### config.mk
export PLATFORM = sky130hd
export DESIGN_NAME = condicionador_entradas
export DESIGN_NICKNAME = d
export VERILOG_FILES = /design/src/rtl/condicionador_entradas.sv
export SDC_FILE = /design/constraint.sdc
export NUM_CORES = 1
export LEC_CHECK = 0
export BUFFER_PORTS_ARGS = -buffer_cell sky130_fd_sc_hd__buf_2
export CAP_MARGIN = 20
export CORE_ASPECT_RATIO = 0.5
export CORE_MARGIN = 3
export CORE_UTILIZATION = 30
export CTS_CLUSTER_SIZE = 8
export DETAILED_ROUTE_END_ITERATION = 8
export PLACE_DENSITY = 0.54
export SLEW_MARGIN = 10
export SYNTH_ARGS = -nofsm -noshare
export SYNTH_HDL_FRONTEND = slang
export SYNTH_SLANG_ARGS = --single-unit
### constraint.sdc
create_clock -name ADC_CLK_10 -period 15.8 [get_ports ADC_CLK_10]
set_input_delay 1.58 -clock ADC_CLK_10 [delete_from_list [all_inputs] [get_ports ADC_CLK_10]]
set_output_delay 1.58 -clock ADC_CLK_10 [all_outputs]
set_load 0.02 [all_outputs]
### src/rtl/condicionador_entradas.sv
// condicionador_entradas
//   Input conditioning stage in front of the diabetes-detector data-entry FSM.
//   It turns raw slide switches and push keys into clean, single-cycle event
//   strobes in the ADC_CLK_10 domain:
//     - two-flop synchroniser on every raw input,
//     - tick-sampled debounce (a level must be seen on two consecutive ticks),
//     - a small IDLE/HOLD FSM that emits exactly one event per press.
//
// Ports
//   ADC_CLK_10   in   system clock (10 MHz), rising edge
//   reset_n      in   asynchronous active-low reset
//   SW[9:0]      in   raw slide switches, 1 = digit i selected
//   KEY[1:0]     in   raw push keys, active-low (KEY[0]=clear, KEY[1]=next)
//   digit_valid  out  one-cycle pulse, exactly one switch pressed
//   digit[3:0]   out  BCD index of that switch, held between pulses
//   next_pulse   out  one-cycle pulse, next key pressed
//   clear_pulse  out  one-cycle pulse, clear key pressed
//   multi_err    out  one-cycle pulse, more than one switch high at decision
//   sw_stable    out  debounced switch vector (drives LEDR)
module condicionador_entradas #(
  parameter int DEBOUNCE_CYCLES = 8192,
  parameter int CNT_W           = 13
) (
  input  logic        ADC_CLK_10,
  input  logic        reset_n,
  input  logic [9:0]  SW,
  input  logic [1:0]  KEY,
  output logic        digit_valid,
  output logic [3:0]  digit,
  output logic        next_pulse,
  output logic        clear_pulse,
  output logic        multi_err,
  output logic [9:0]  sw_stable
);

  // Keys are active-low, so their idle ("released") level is 1.
  // Bits [11:10] hold KEY, bits [9:0] hold SW.
  localparam logic [11:0] RELEASED = {2'b11, 10'b0};

  typedef enum logic {IDLE, HOLD} state_t;

  logic [11:0]      sync1_q, sync2_q;
  logic [11:0]      samp_q, stable_q, stable_d;
  logic [CNT_W-1:0] cnt_q;
  logic             tick, eval_q;
  state_t           state_q, state_d;

  logic             digitValid_q, digitValid_d;
  logic             nextPulse_q, nextPulse_d;
  logic             clearPulse_q, clearPulse_d;
  logic             multiErr_q, multiErr_d;
  logic [3:0]       digit_q, digit_d;

  logic [9:0]       stSw;
  logic [1:0]       stKey;
  logic [3:0]       swCount;
  logic [3:0]       swIndex;

  assign tick  = (cnt_q == CNT_W'(DEBOUNCE_CYCLES - 1));
  assign stSw  = stable_q[9:0];
  assign stKey = stable_q[11:10];

  // Two-flop synchroniser; resets to released levels so no phantom press
  // is seen right after reset.
  always_ff @(posedge ADC_CLK_10 or negedge reset_n) begin
    if (!reset_n) begin
      sync1_q <= RELEASED;
      sync2_q <= RELEASED;
    end else begin
      sync1_q <= {KEY, SW};
      sync2_q <= sync1_q;
    end
  end

  // Free-running tick counter, and eval follows each tick by one cycle so
  // the FSM always sees the freshly updated stable vector.
  always_ff @(posedge ADC_CLK_10 or negedge reset_n) begin
    if (!reset_n) begin
      cnt_q  <= '0;
      eval_q <= 1'b0;
    end else begin
      cnt_q  <= tick ? '0 : cnt_q + CNT_W'(1);
      eval_q <= tick;
    end
  end

  // A bit becomes stable only when two consecutive tick samples agree;
  // otherwise the previous stable value is kept.
  always_comb begin
    stable_d = stable_q;
    for (int i = 0; i < 12; i++) begin
      if (sync2_q[i] == samp_q[i]) stable_d[i] = sync2_q[i];
    end
  end

  always_ff @(posedge ADC_CLK_10 or negedge reset_n) begin
    if (!reset_n) begin
      samp_q   <= RELEASED;
      stable_q <= RELEASED;
    end else if (tick) begin
      samp_q   <= sync2_q;
      stable_q <= stable_d;
    end
  end

  // Count the stable-high switches and remember the highest index; the
  // index is only used when exactly one switch is high.
  always_comb begin
    swCount = '0;
    swIndex = '0;
    for (int i = 0; i < 10; i++) begin
      if (stSw[i]) begin
        swCount = swCount + 4'd1;
        swIndex = 4'(i);
      end
    end
  end

  // Event decision. IDLE fires at most one prioritised event and moves to
  // HOLD; HOLD waits for everything to be released so a held input never
  // repeats.
  always_comb begin
    state_d      = state_q;
    digitValid_d = 1'b0;
    nextPulse_d  = 1'b0;
    clearPulse_d = 1'b0;
    multiErr_d   = 1'b0;
    digit_d      = digit_q;
    if (eval_q) begin
      case (state_q)
        IDLE: begin
          if (!stKey[0]) begin
            clearPulse_d = 1'b1;
            state_d      = HOLD;
          end else if (!stKey[1]) begin
            nextPulse_d = 1'b1;
            state_d     = HOLD;
          end else if (swCount == 4'd1) begin
            digitValid_d = 1'b1;
            digit_d      = swIndex;
            state_d      = HOLD;
          end else if (swCount > 4'd1) begin
            multiErr_d = 1'b1;
            state_d    = HOLD;
          end
        end
        HOLD: begin
          if (stSw == 10'b0 && stKey == 2'b11) state_d = IDLE;
        end
        default: state_d = IDLE;
      endcase
    end
  end

  always_ff @(posedge ADC_CLK_10 or negedge reset_n) begin
    if (!reset_n) begin
      state_q      <= IDLE;
      digitValid_q <= 1'b0;
      nextPulse_q  <= 1'b0;
      clearPulse_q <= 1'b0;
      multiErr_q   <= 1'b0;
      digit_q      <= 4'd0;
    end else begin
      state_q      <= state_d;
      digitValid_q <= digitValid_d;
      nextPulse_q  <= nextPulse_d;
      clearPulse_q <= clearPulse_d;
      multiErr_q   <= multiErr_d;
      digit_q      <= digit_d;
    end
  end

  assign digit_valid = digitValid_q;
  assign digit       = digit_q;
  assign next_pulse  = nextPulse_q;
  assign clear_pulse = clearPulse_q;
  assign multi_err   = multiErr_q;
  assign sw_stable   = stSw;

endmodule

* Word level (Yosys, flattened, before mapping)
Index checks and enable logic that the tools add are counted.
** Word-level totals
- Register bits :: 71
- Output and inout port bits :: 18
- Logic and storage cells :: 108
** Operators by class
- $add $sub $neg :: 10
- Magnitude comparators :: 1
- Equal/unequal tests :: 15
- Multiplexer cells :: 43
- Bitwise logic cells :: 1
- Reduce and logical (&&, ||, !) cells :: 15
** Operators with widths (number)
- 4-bit 2-to-1 mux :: 16
- 4-bit by 1-bit adder with 4-bit output (second input constant) :: 8
- 1-bit 2-to-1 mux :: 24
- 2-bit AND reduction :: 12
- 13-bit by 1-bit adder with 13-bit output (second input constant) :: 1
- 13-bit equality test (second input constant) :: 1
- 13-bit 2-to-1 mux :: 1
- 1-bit equality test :: 12
- 10-bit logical NOT :: 1
- 5-bit AND reduction :: 1
- 4-bit by 1-bit equality test with 1-bit output (second input constant) :: 1
- 4-bit by 1-bit greater-than comparator with 1-bit output (second input constant) :: 1
- 1-bit by 1-bit adder with 2-bit output (second input constant) :: 1
- 2-bit equality test (second input constant) :: 1
- 2-bit 2-to-1 mux :: 1
- 1-bit one-hot mux with 2 select lines :: 1
- 1-bit logical AND :: 1
- 1-bit inverter :: 1

* Depth between registers and ports, before layout
Gate-level depths: netlist (run 1).
- Depth after elaboration :: 26
- Mapped depth :: 28
- Gate-level depth less buffers :: 28

* Worst setup path after synthesis (run 1)
Ideal clock, no wire load.
- Kind :: reg2reg
- Start :: register stable_q[0]
- End :: register digit_q[1] (netlist: digit[1])
- Setup time :: 0.125 ns
- Data arrival time :: 5.220 ns
- Data required time :: 15.675 ns
- Path slack :: 10.456 ns
- Stages on the path, launching flop included :: 27
- Clock period less this slack :: 5.344 ns
- Cell sequence :: dfrtp_1 > ha_1 > nor2b_1 > or2_2 > ha_1 > nor2b_1 > nor2_1 > ha_1 > nand2_1 > o31ai_1 > ha_1 > nand2_1 > o211ai_1 > ha_1 > nor2b_1 > nor2_1 > ha_1 > nand2_1 > o31ai_1 > ha_1 > a21oi_1 > o41ai_1 > ha_1 > nand2b_1 > o32a_1 > nor4_4 > mux2_2
** On the way
- Cells in the longest elaborated chain, start to end :: 21
** Ends and longest elaborated chain
- start: declaration :: RTL line 43 : logic [11:0] samp_q, stable_q, stable_d;
- start signal: assignment :: RTL line 102 : stable_q <= stable_d;
- 1-bit 2-to-1 mux (*) :: RTL line 112 : if (stSw[i]) begin
- 1-bit by 1-bit adder with 2-bit output :: RTL line 113 : swCount = swCount + 4'd1;
- 4-bit 2-to-1 mux (*) :: RTL line 112
- 4-bit by 1-bit adder with 4-bit output :: RTL line 113
- 4-bit 2-to-1 mux (*) :: RTL line 112
- 4-bit by 1-bit adder with 4-bit output :: RTL line 113
- 4-bit 2-to-1 mux (*) :: RTL line 112
- 4-bit by 1-bit adder with 4-bit output :: RTL line 113
- [... 5 more ...]
- 4-bit by 1-bit adder with 4-bit output :: RTL line 113
- 4-bit 2-to-1 mux (*) :: RTL line 112
- 4-bit by 1-bit adder with 4-bit output :: RTL line 113
- 4-bit 2-to-1 mux (*) :: RTL line 112
- 4-bit by 1-bit adder with 4-bit output :: RTL line 113
- 4-bit 2-to-1 mux (*) :: RTL line 112
- 4-bit by 1-bit equality test with 1-bit output (*) :: RTL line 138 : end else if (swCount == 4'd1) begin
- 5-bit AND reduction (no line) (*)
- end signal: assignment :: RTL line 169 : digit_q <= digit_d;
- end: declaration :: RTL line 52 : logic [3:0] digit_q, digit_d;
Mark *: on every way between the ends. The rest lies on a longest branch, timed or not.
A chain may end at the register's enable or synchronous reset.

* Worst setup path in the final report (run 1)
- Start :: register stable_q[1]
- End :: register digit_q[2] (netlist: digit[2])
** On the way
- Cells in the longest elaborated chain, start to end :: 19
** Ends and longest elaborated chain (RTL line)
- 4-bit 2-to-1 mux (*) :: 112
- 4-bit by 1-bit adder with 4-bit output :: 113
- 4-bit 2-to-1 mux (*) :: 112
- 4-bit by 1-bit adder with 4-bit output :: 113
- 4-bit 2-to-1 mux (*) :: 112
- 4-bit by 1-bit adder with 4-bit output :: 113
- 4-bit 2-to-1 mux (*) :: 112
- 4-bit by 1-bit adder with 4-bit output :: 113
- [... 3 more ...]
- 4-bit by 1-bit adder with 4-bit output :: 113
- 4-bit 2-to-1 mux (*) :: 112
- 4-bit by 1-bit adder with 4-bit output :: 113
- 4-bit 2-to-1 mux (*) :: 112
- 4-bit by 1-bit adder with 4-bit output :: 113
- 4-bit 2-to-1 mux (*) :: 112
- 4-bit by 1-bit equality test with 1-bit output (*) :: 138
- 5-bit AND reduction (no line) (*)
Marks and branches as above.

==> results by group, run 1 <==
Timing
  • Final Max Slew Viols: 0
  • Slew @ Worst Pin: 0.892 ns
  • Final hold vios: 0
  • Share of the cycle needed by the critical path after routing: 36.5%
  • Setup Viol. Count Final: 0
  • Max Clock Skew: 0.00888 ns
  • Fmax: 0.174 GHz
  • Max-slew headroom: 40.5%
  • Final hold slack: 0.345 ns
  • TNS Setup: 0 ns
  • RSZ-0062 raised after global routing: false
  • Crit path time final: 5.76 ns

Critical path
  • Worst reg2reg path endpoint: digit[2]
  • Critical-path maximum fanout: 6
  • R2r worst-path depth: 27
  • CP required: 16.01 ns
  • Critical Path Max Stage Delay: 0.44 ns
  • Critical path class: flip-flop to flip-flop
  • Crit end category: flip-flop
  • Critical path arrival: 5.97 ns
  • Startpoint type of the worst setup path: flip-flop
  • R2R setup slack: 10.04 ns
  • Top cell by count, worst path: ha_1
  • RR Startpoint: stable_q[1]
  • CP max stage cell: dfrtp_1

Final layout
  • # diodes: 0
  • NumNets Final: 355
  • Final Instance Area: 0.00385 mm^2
  • Layout cells sized above 1: 21.2%
  • Non-filler instance count after layout: 475
  • Area growth from synthesis to layout: 16.2%

Logic synthesis
  • Yosys warning total: 0
  • Number of flops mapped to enable cells by yosys: 0
  • Synth area leaders: dfrtp_1 48%, dfstp_2 6.3%, o21ai_0 5.6%
  • Register bit total from synthesis: 71
  • Sequential share of the synthesized area: 53.9%
  • Netlist cell types: 44
  • Post-Syn Nets: 334
  • Cell accounting for the most synthesized area: dfrtp_1
  • Dominant synthesized flop cell: dfrtp_1
  • Post-synth top area share: 47.6%
  • FFs w/ async S/R, synth: 100%
  • Cell Area, Synth: 0.00331 mm^2
  • Mapped Cells: 309
  • Synthesized area per cell: 10.7 um^2

Placed design
  • Placed Instances: 458
  • RD Place Congestion: 0.730
  • Dpl hpwl: 3870 um
  • Port-buffer cells: 31
  • Dpl cell area: 0.00352 mm^2

Clock network
  • H-tree Lvls: 3
  • Clock buffer count from CTS: 9
  • Post-CTS resize count: 0
  • Worst skew pair latency: 0.33 ns
  • Sink Count: 71
  • # hold bufs at CTS: 0
  • Longest Clk Path Bufs: 2
  • Root Buffer: clkbuf_16
  • CTS tree: built
  • Post-CTS Setup Bufs: 0
  • CTS clk-pin slew, worst paths: 0.06 ns

Die
  • Initial core utilization: 31.6%
  • CORE AREA: 0.0105 mm^2
  • Die height: 80.3 um
  • Io pins: 32
  • Die span in x: 155 um
  • DIE AREA: 0.0124 mm^2
  • Core Rows: 26

Worst hold path
  • Hold Path Class: flip-flop to flip-flop
  • Hold path cells: 0
  • Worst Min Path Start: sync1_q[4]
  • Worst Hold Path EP: sync2_q[4]

Routing
  • Drt wl/cell: 12.1 um
  • Via density: 4.46
  • Via count: 2119
  • 1st-pass router iterations: 4
  • Post-Route WL: 5740 um
  • DRC: 0
  • Final ANT Viol Nets: 0
  • Detailed Route Iter0 Violations: 72

Pwr
  • Static leakage: 0.00182 uW
  • PwrDens: 102 mW/mm^2
  • IR drop worst, VDD: 46.3 uV
  • Total power: 394 uW

Global route
  • Total grt overflow: 0
  • GRT Total Usage: 9.95%
  • Largest net degree at the start of global routing: 72
  • Initial antenna violation count: 0
  • First-pass GRT wire length: 9740 um
  • Vias in the first global route: 2040

Job
  • Count of max-cap constraint violations: 0

Outcome
  • Status: finished clean
==> power by group <==
group          internal [uW]  total, uW  switching, uW
registers                186        187           1.54
clock network            131        202           71.0
logic                   1.33       5.09           3.76
==> sequential cells by signal, indices dropped and copies added (netlist names) <==
register / flops
stable_q: 12
digit_valid: 1
state_q: 1
eval_q: 1
next_pulse: 1
digit: 4
clear_pulse: 1
multi_err: 1
sync1_q: 12
sync2_q: 12
cnt_q: 13
samp_q: 12
==> per-layer routing <==
metal | wire length, um | part of all wire [%] | track usage (%)
met5 | 0 | 0 | 0
met4 | 89 | 1.6 | 3.70
met3 | 190 | 3.3 | 2.91
met2 | 2520 | 44 | 15.3
met1 | 2940 | 51 | 13.3
==> synth_stat cells (2+ instances only) <==
library cell and n:
a21oi_1 16, dfstp_2 8, clkbuf_1 10, xnor2_1 13
nand2b_1 3, and3_1 5, buf_4 12, nand3_1 7
mux2_2 3, xor2_1 12, nand2_1 25, xnor2_2 3
and3b_1 2, inv_1 18, o21ai_0 37, o31ai_1 2
xor2_2 3, or2_2 3, nor2_1 22, nand4_1 4
nor2b_1 6, dfrtp_1 63, ha_1 11
==> cells by family after synthesis <==
group | synth area share, %
compound gates | 10.5
xor+xnor | 11.0
fa+ha+maj | 4.15
buf+inv | 6.15
flops | 53.9
mux | 1.66
simple gates | 12.6
==> cell usage in the layout (no fill, tap or decap), types with 4 or more instances in the layout <==
master	count
buf_2	31
dfstp_2	8
nand2_1	25
nand4_1	4
dfrtp_1	63
inv_1	18
ha_1	11
nor2b_1	6
o21ai_0	37
xnor2_1	13
clkbuf_16	9
a21oi_1	16
nor2_1	22
nand3_1	7
and3_1	5
xor2_1	12
==> worst max-delay path by stage <==
stage / startpoint / endpoint / slack (ns) / depth (start not counted)
after floorplan: stable_q[0] / digit[1] / 10.46 / 26
after global placement: stable_q[1] / digit[1] / 10.08 / 26
after detailed placement: stable_q[1] / digit[2] / 10.02 / 26
after CTS: stable_q[1] / digit[2] / 9.99 / 27
after global routing: stable_q[1] / digit[3] / 9.53 / 26
final: stable_q[1] / digit[2] / 10.04 / 27
==> critical path, delay by kind of cell, from the launching register on <==
kind	cells	cell delay, ns
adders and majority gates	8	2.39
AOI/OAI and AO/OA	6	0.80
muxes	1	0.38
xor gates and xnor gates	1	0.21
DFF	1	0.44
buffers and inverters	2	0.15
and+or+nand+nor	9	1.26
==> metrics by stage <==
step	setup slack (ns)	util (%)
after floorplan	10.46	-
after global placement	10.08	33.6
after detailed placement	10.02	33.6
after CTS	9.99	36.5
after global routing	9.53	36.8
final	10.04	36.8
==> final cells by class <==
| class | count | area (um^2) |
|---|---|---|
| well taps | 140 | 175 |
| repair buffers | 33 | 190 |
| inverters | 19 | 71.3 |
| clock inverters | 3 | 42.5 |
| flip-flops and latches | 71 | 1790 |
| multi-input cells | 196 | 1320 |
| clock buffers | 13 | 260 |
| fillers | 1059 | 6630 |
(Power assumes the default switching activity.)
==> inputs of run 2 (changes only) <==
--- a/config.mk
+++ b/config.mk
@@ -5,6 +5,7 @@
 export SDC_FILE = /design/constraint.sdc
 export NUM_CORES = 1
 export LEC_CHECK = 0
+export ABC_AREA = 1
 export BUFFER_PORTS_ARGS = -buffer_cell sky130_fd_sc_hd__buf_2
 export CAP_MARGIN = 20
 export CORE_ASPECT_RATIO = 0.5
@@ -12,7 +13,7 @@
 export CORE_UTILIZATION = 30
 export CTS_CLUSTER_SIZE = 8
 export DETAILED_ROUTE_END_ITERATION = 8
-export PLACE_DENSITY = 0.54
+export PLACE_DENSITY = 0.56
 export SLEW_MARGIN = 10
 export SYNTH_ARGS = -nofsm -noshare
 export SYNTH_HDL_FRONTEND = slang
==> constraint.sdc (replaced) <==
create_clock -name ADC_CLK_10 -period 4.62 [get_ports ADC_CLK_10]
set_input_delay 0.462 -clock ADC_CLK_10 [delete_from_list [all_inputs] [get_ports ADC_CLK_10]]
set_output_delay 0.462 -clock ADC_CLK_10 [all_outputs]
set_load 0.02 [all_outputs]
==> run 2 against run 1 <==
The run now ends with negative setup slack left; final cell count up 39%; global-route usage increased by 2.5 points; core utilization increased by 6.6 points; largest cell class is now multi-input gates.
==> results by group, run 2 <==
Pwr
  • Comb pwr share: 1.4%
  • Clock share of power: 49.0%
  • Sw Share: 20.0%
  • IR drop worst, VDD: 152 uV
  • Sequential power share: 49.7%
  • PwrDens: 264 mW/mm^2
  • Total power: 1290 uW
  • Sw Pwr: 257 uW
  • Internal cell power: 1030 uW
  • Static leakage: 0.00248 uW

Timing
  • Final Worst Setup Slack: -0.0709 ns
  • RSZ-0062 raised after global routing: true
  • Slew @ Worst Pin: 0.689 ns
  • Max Clock Skew: 0.00712 ns
  • Setup Viol. Count Final: 5
  • Fmax: 0.213 GHz
  • Final hold vios: 0
  • TNS Setup: -0.255 ns
  • Final Max Slew Viols: 0
  • Share of the cycle needed by the critical path after routing: 102%
  • Max-slew headroom: 54.1%
  • Crit path time final: 4.69 ns

Logic synthesis
  • Sequential share of the synthesized area: 50.5%
  • Post-synth top area share: 44.5%
  • Cell Area, Synth: 0.00354 mm^2
  • FFs w/ async S/R, synth: 100%
  • Top cells by count, synth: 78 x nand2_1, 63 x dfrtp_1, 60 x nor2_1
  • Number of flops mapped to enable cells by yosys: 0
  • Register bit total from synthesis: 71
  • Most common cell in the netlist: nand2_1
  • Post-Syn Nets: 429
  • Dominant synthesized flop cell: dfrtp_1
  • Mapped Cells: 404
  • Synthesized area per cell: 8.76 um^2
  • Synth area leaders: dfrtp_1 45%, nand2_1 8.3%, nor2_1 6.4%
  • Cell accounting for the most synthesized area: dfrtp_1
  • Netlist cell types: 31
  • Yosys warning total: 0

Global route
  • Total grt overflow: 0
  • Initial antenna violation count: 0
  • Vias in the first global route: 2955
  • Largest net degree at the start of global routing: 59
  • GRT Total Usage: 12.5%
  • First-pass GRT wire length: 13600 um

Critical path
  • Worst Setup SP: stable_q[1]
  • Crit end category: flip-flop
  • CP top delay family: simple AND/OR/NAND/NOR gates
  • RR Startpoint: stable_q[1]
  • CP max stage cell: dfrtp_1
  • Critical path arrival: 4.91 ns
  • Critical path class: flip-flop to flip-flop
  • Critical-path maximum fanout: 4
  • Startpoint type of the worst setup path: flip-flop
  • Critical Path Max Stage Delay: 0.38 ns
  • CP required: 4.84 ns
  • Crit path buffers/inverters: 5

Clock network
  • Longest Clk Path Bufs: 2
  • Sink Count: 71
  • CTS tree: built
  • Clock buffer count from CTS: 9
  • CTS clk-pin slew, worst paths: 0.06 ns
  • Worst skew pair latency: 0.32 ns
  • H-tree Lvls: 3
  • Root Buffer: clkbuf_16

Final layout
  • Flip-flop count of the largest register after layout: 13
  • Non-filler instance count after layout: 660
  • FILL cells: 1076
  • Highest-count cells in the layout ignoring fill and taps: 63 x dfrtp_1, 60 x buf_4, 59 x nor2_1
  • Area growth from synthesis to layout: 37.8%
  • Most common cell after layout, fill and taps aside: dfrtp_1
  • # diodes: 0
  • Reg with most FFs: cnt_q
  • NumNets Final: 521
  • Layout cells sized above 1: 42.5%

Die
  • CORE AREA: 0.0112 mm^2
  • Initial core utilization: 31.5%
  • Core Rows: 27
  • DIE AREA: 0.0132 mm^2
  • Io pins: 32
  • Die span in x: 160 um
  • Die height: 82.8 um

Placed design
  • Placed Instances: 601
  • Port-buffer cells: 31
  • Dpl hpwl: 5050 um
  • RD Place Congestion: 0.769

Routing
  • Detailed Route Iter0 Violations: 129
  • Via density: 4.49
  • Via count: 2961
  • 1st-pass router iterations: 4
  • Drt wl/cell: 12.2 um
  • DRC: 0
  • Final ANT Viol Nets: 0
  • Post-Route WL: 8070 um

Job
  • Count of max-cap constraint violations: 0

Outcome
  • Status: complete, but fails checks
  • Violated checks: negative setup slack

Worst hold path
  • Hold Path Class: input port to async pin
run 2: cell count changes after synthesis, moves of 8 or more:
| cell | previous run | this run |
|---|---|---|
| nand2_2 | 1 | 17 |
| clkbuf_1 | 10 | 2 |
| nand3_1 | 7 | 25 |
| nor2_1 | 22 | 60 |
| o21ai_0 | 37 | 19 |
| o22ai_1 | 1 | 10 |
| inv_1 | 18 | 46 |
| nand3_2 | 1 | 14 |
| nand2_1 | 25 | 78 |
| a21oi_1 | 16 | 3 |
| xnor2_1 | 13 | 1 |
run 2: per-stage QoR:
| step | hold slack [ns] | worst slack (ns) | cell area [um^2] | util (%) |
|---|---|---|---|---|
| 2_1_floorplan | 0.166 | 0.00205 | 3560 | - |
| 3_3_place_gp | 0.333 | -0.151 | 3980 | 35.4 |
| 3_5_place_dp | 0.336 | -0.228 | 3980 | 35.4 |
| 4_1_cts | 0.0383 | -0.135 | 4710 | 41.8 |
| 5_1_grt | 0.0477 | -0.311 | 4880 | 43.4 |
| 6_report | 0.0393 | -0.0709 | 4880 | 43.4 |
run 2: power by group through the flow:
stage	Clock, uW	Combinational [uW]	Sequential [uW]
floorplan	0	0.0222	648
global placement	0	18.9	649
detailed placement	0	18.8	650
CTS	653	18.9	639
global route	675	21.0	640
finish	630	17.5	639
run 2: timing repair:
action	4_1_cts	5_1_grt
gates resized for setup	26	43
setup buffers	46	1
pin swaps	9	28
endpoints found under the setup margin	7	7
hold buffers	0	0
run 2: layout make-up:
cell class | instances | area (um^2) | area share [%]
multi-input combinational | 271 | 1800 | 36.8
sequential | 71 | 1790 | 36.6
timing repair buffer | 94 | 633 | 13.0
clock buffer | 13 | 260 | 5.33
tap | 159 | 199 | 4.08
inverter | 49 | 186 | 3.82
clock inverter | 3 | 17.5 | 0.359
run 2: path summary, 6_finish.rpt:
path | endpoint | slack (ns) | cells after the start
worst min register to register | sync2_q[5] | 0.35 | 0
max in group asynchronous | sync2_q[1] | 3.56 | 2
min in group ADC_CLK_10 | sync1_q[10] | 0.24 | 1
worst min-delay path | multi_err | 0.04 | 1
worst max-delay path | state_q | -0.07 | 33
worst max register to register | state_q | -0.07 | 33
run 2: cell families after synthesis:
kind of cell               after synthesis  share of synthesized area [%]
xor gates and xnor gates                 8                           1.98
buffers and inverters                   62                           7.67
and+or+nand+nor                        219                           31.0
adders and majority gates               11                           3.89
AOI/OAI and AO/OA                       33                           5.05
DFF                                     71                           50.5
run 2: layer usage:
metal	part of all wire (%)	global-route usage, %
met5	0	0
met4	2.3	4.05
met2	48	20.8
met3	2.7	2.79
met1	47	16.3
==> inputs of run 3 (changes only) <==
--- a/config.mk
+++ b/config.mk
@@ -5,7 +5,6 @@
 export SDC_FILE = /design/constraint.sdc
 export NUM_CORES = 1
 export LEC_CHECK = 0
-export ABC_AREA = 1
 export BUFFER_PORTS_ARGS = -buffer_cell sky130_fd_sc_hd__buf_2
 export CAP_MARGIN = 20
 export CORE_ASPECT_RATIO = 0.5
==> run 3 against run 2 <==
The flow still finishes with violations (negative setup slack); global-route usage decreased by 1.9 points; core utilization decreased by 3.7 points; critical path type unchanged; largest power group is now clock; worst hold slack improved by 0.20 ns; first-iteration DRC count decreased by 25%.
==> results by group, run 3 (synthesis results as in run 1) <==
Routing
  • Final ANT Viol Nets: 0
  • Via density: 4.46
  • Drt wl/cell: 12.3 um
  • 1st-pass router iterations: 4
  • DRC: 0
  • Post-Route WL: 6150 um
  • Detailed Route Iter0 Violations: 97
  • Via count: 2224

Final layout
  • Sequential cell area: 0.00179 mm^2
  • Non-filler instance count after layout: 499
  • Most common cell after layout, fill and taps aside: dfrtp_1
  • Final Instance Area: 0.00415 mm^2
  • Multi-input combinational cell area: 0.00144 mm^2
  • NumNets Final: 379
  • FILL cells: 1019
  • Final core utilization: 39.7%
  • Area growth from synthesis to layout: 25.3%
  • Flip-flop count of the largest register after layout: 13
  • Reg with most FFs: cnt_q
  • Highest-count cells in the layout ignoring fill and taps: 63 x dfrtp_1, 37 x o21ai_0, 31 x buf_2
  • Layout cells sized above 1: 31.8%
  • # diodes: 0

Critical path
  • Critical path arrival: 5.38 ns
  • R2r worst-path depth: 27
  • CP top delay family: adder cells
  • Startpoint type of the worst setup path: flip-flop
  • CP required: 4.83 ns
  • CP Depth: 27
  • Critical Path Max Stage Delay: 0.40 ns
  • Top cell by count, worst path: ha_1
  • Critical-path maximum fanout: 5
  • Crit end category: flip-flop
  • CP max stage cell: dfrtp_1
  • Crit path buffers/inverters: 1
  • Critical path class: flip-flop to flip-flop

Pwr
  • PwrDens: 335 mW/mm^2
  • Sw Pwr: 251 uW
  • Internal cell power: 1140 uW
  • Sw Share: 18.0%
  • Clock share of power: 52.7%
  • Sequential power share: 46.0%
  • Static leakage: 0.00197 uW
  • IR drop worst, VDD: 168 uV
  • Comb pwr share: 1.3%

Clock network
  • Clock buffer count from CTS: 9
  • H-tree Lvls: 3
  • Root Buffer: clkbuf_16
  • CTS tree: built
  • Longest Clk Path Bufs: 2
  • Sink Count: 71
  • CTS clk-pin slew, worst paths: 0.06 ns
  • Worst skew pair latency: 0.32 ns

Timing
  • Final Max Slew Viols: 0
  • TNS Setup: -3.36 ns
  • Crit path time final: 5.17 ns
  • Slew @ Worst Pin: 0.921 ns
  • Setup Viol. Count Final: 7
  • Max-slew headroom: 38.6%
  • Final hold vios: 0
  • Fmax: 0.193 GHz
  • Final Worst Setup Slack: -0.554 ns
  • RSZ-0062 raised after global routing: true
  • Share of the cycle needed by the critical path after routing: 112%
  • Max Clock Skew: 0.00512 ns

Global route
  • Vias in the first global route: 2221
  • GRT Total Usage: 10.6%
  • Largest net degree at the start of global routing: 42
  • First-pass GRT wire length: 10500 um
  • Total grt overflow: 0
  • Initial antenna violation count: 0

Die
  • DIE AREA: 0.0124 mm^2
  • CORE AREA: 0.0105 mm^2
  • Die span in x: 155 um
  • Io pins: 32
  • Core Rows: 26
  • Die height: 80.3 um
  • Initial core utilization: 31.6%

Worst hold path
  • Hold Path Class: input port to flip-flop
  • Hold path cells: 1

Outcome
  • Violated checks: negative setup slack
  • Status: complete, but fails checks

Placed design
  • Dpl hpwl: 4260 um
  • Dpl cell area: 0.00373 mm^2
  • Placed Instances: 478
  • Port-buffer cells: 31
  • RD Place Congestion: 0.733

Job
  • Count of max-cap constraint violations: 0
[run 3: changes by cell type in the layout (fill, tap and decap cells not counted), sizes merged, moves of 13 or more]
cell	previous run	this run
xnor2	1	16
a21oi	3	16
buf	93	57
o21ai	19	38
nand3	40	8
nor2	65	22
nand2	98	26
inv	49	18
[run 3: layer usage]
layer	vias to the layer above	share of wire, %	track usage [%]	wire length (um)
met2	17	48	17.7	2950
met1	1098	49	13.2	3000
met3	4	2.4	3.23	147
met5	-	0	0	0
li1	1105	-	-	-
met4	0	0.70	3.70	43
[run 3: metrics by stage]
stage	power, uW	worst slack [ns]	hold slack, ns
floorplan	649	-0.547	0.166
global placement	669	-0.594	0.332
finish	1390	-0.554	0.240
CTS	1420	-0.555	0.222
global route	1450	-0.855	0.218
detailed placement	669	-0.660	0.336
[run 3: worst register-to-register path, stage by stage, from the launching register on]
cell and delay (ns):
dfrtp_1 0.40, ha_2 0.20, nor2b_4 0.12, or2_4 0.24, ha_4 0.25, nor2b_4 0.10
nor2_1 0.05, ha_1 0.30, nand2_2 0.08, o31ai_2 0.07, ha_1 0.30, nand2_1 0.06
o211ai_1 0.12, ha_1 0.33, nor2b_2 0.13, nor2_1 0.05, ha_1 0.29, nand2_2 0.07
o31ai_2 0.08, ha_1 0.31, a21oi_2 0.14, o41ai_2 0.09, ha_1 0.28, nand2b_1 0.13
o32a_1 0.22, nor4_4 0.17, buf_6 0.17, mux2_4 0.30
[run 3: path summary, 6_finish.rpt]
kind                        startpoint     endpoint  slack (ns)
min in group asynchronous      reset_n     digit[3]        0.28
min                             KEY[0]  sync1_q[10]        0.24
max reg2reg                stable_q[1]     digit[0]       -0.55
min reg2reg                 sync1_q[3]   sync2_q[3]        0.35
max in group asynchronous      reset_n   sync1_q[6]        3.41
max                        stable_q[1]     digit[0]       -0.55
[run 3: timing repair]
action | in CTS | in global routing
endpoints found under the setup margin | 7 | 7
gates resized for setup | 10 | 6
buffers inserted | 4 | 1
hold buffers | 0 | 0
pin swaps | 8 | 0
hold endpoints to repair | 0 | 0
[run 3: area by class of cell]
cell class | count | area share, %
inverter | 19 | 1.72
tap | 140 | 4.22
clock buffer | 13 | 6.27
clock inverter | 3 | 1.57
timing repair buffer | 57 | 8.52
sequential | 71 | 43.0
multi-input combinational | 196 | 34.7
[run 3: power by group through the flow]
stage,sequential [uW],combinational [uW],clock [uW]
2_1_floorplan,649,0.247,0
3_3_place_gp,650,18.8,0
3_5_place_dp,650,18.9,0
4_1_cts,640,19.0,759
5_1_grt,641,21.0,786
6_report,640,17.7,734
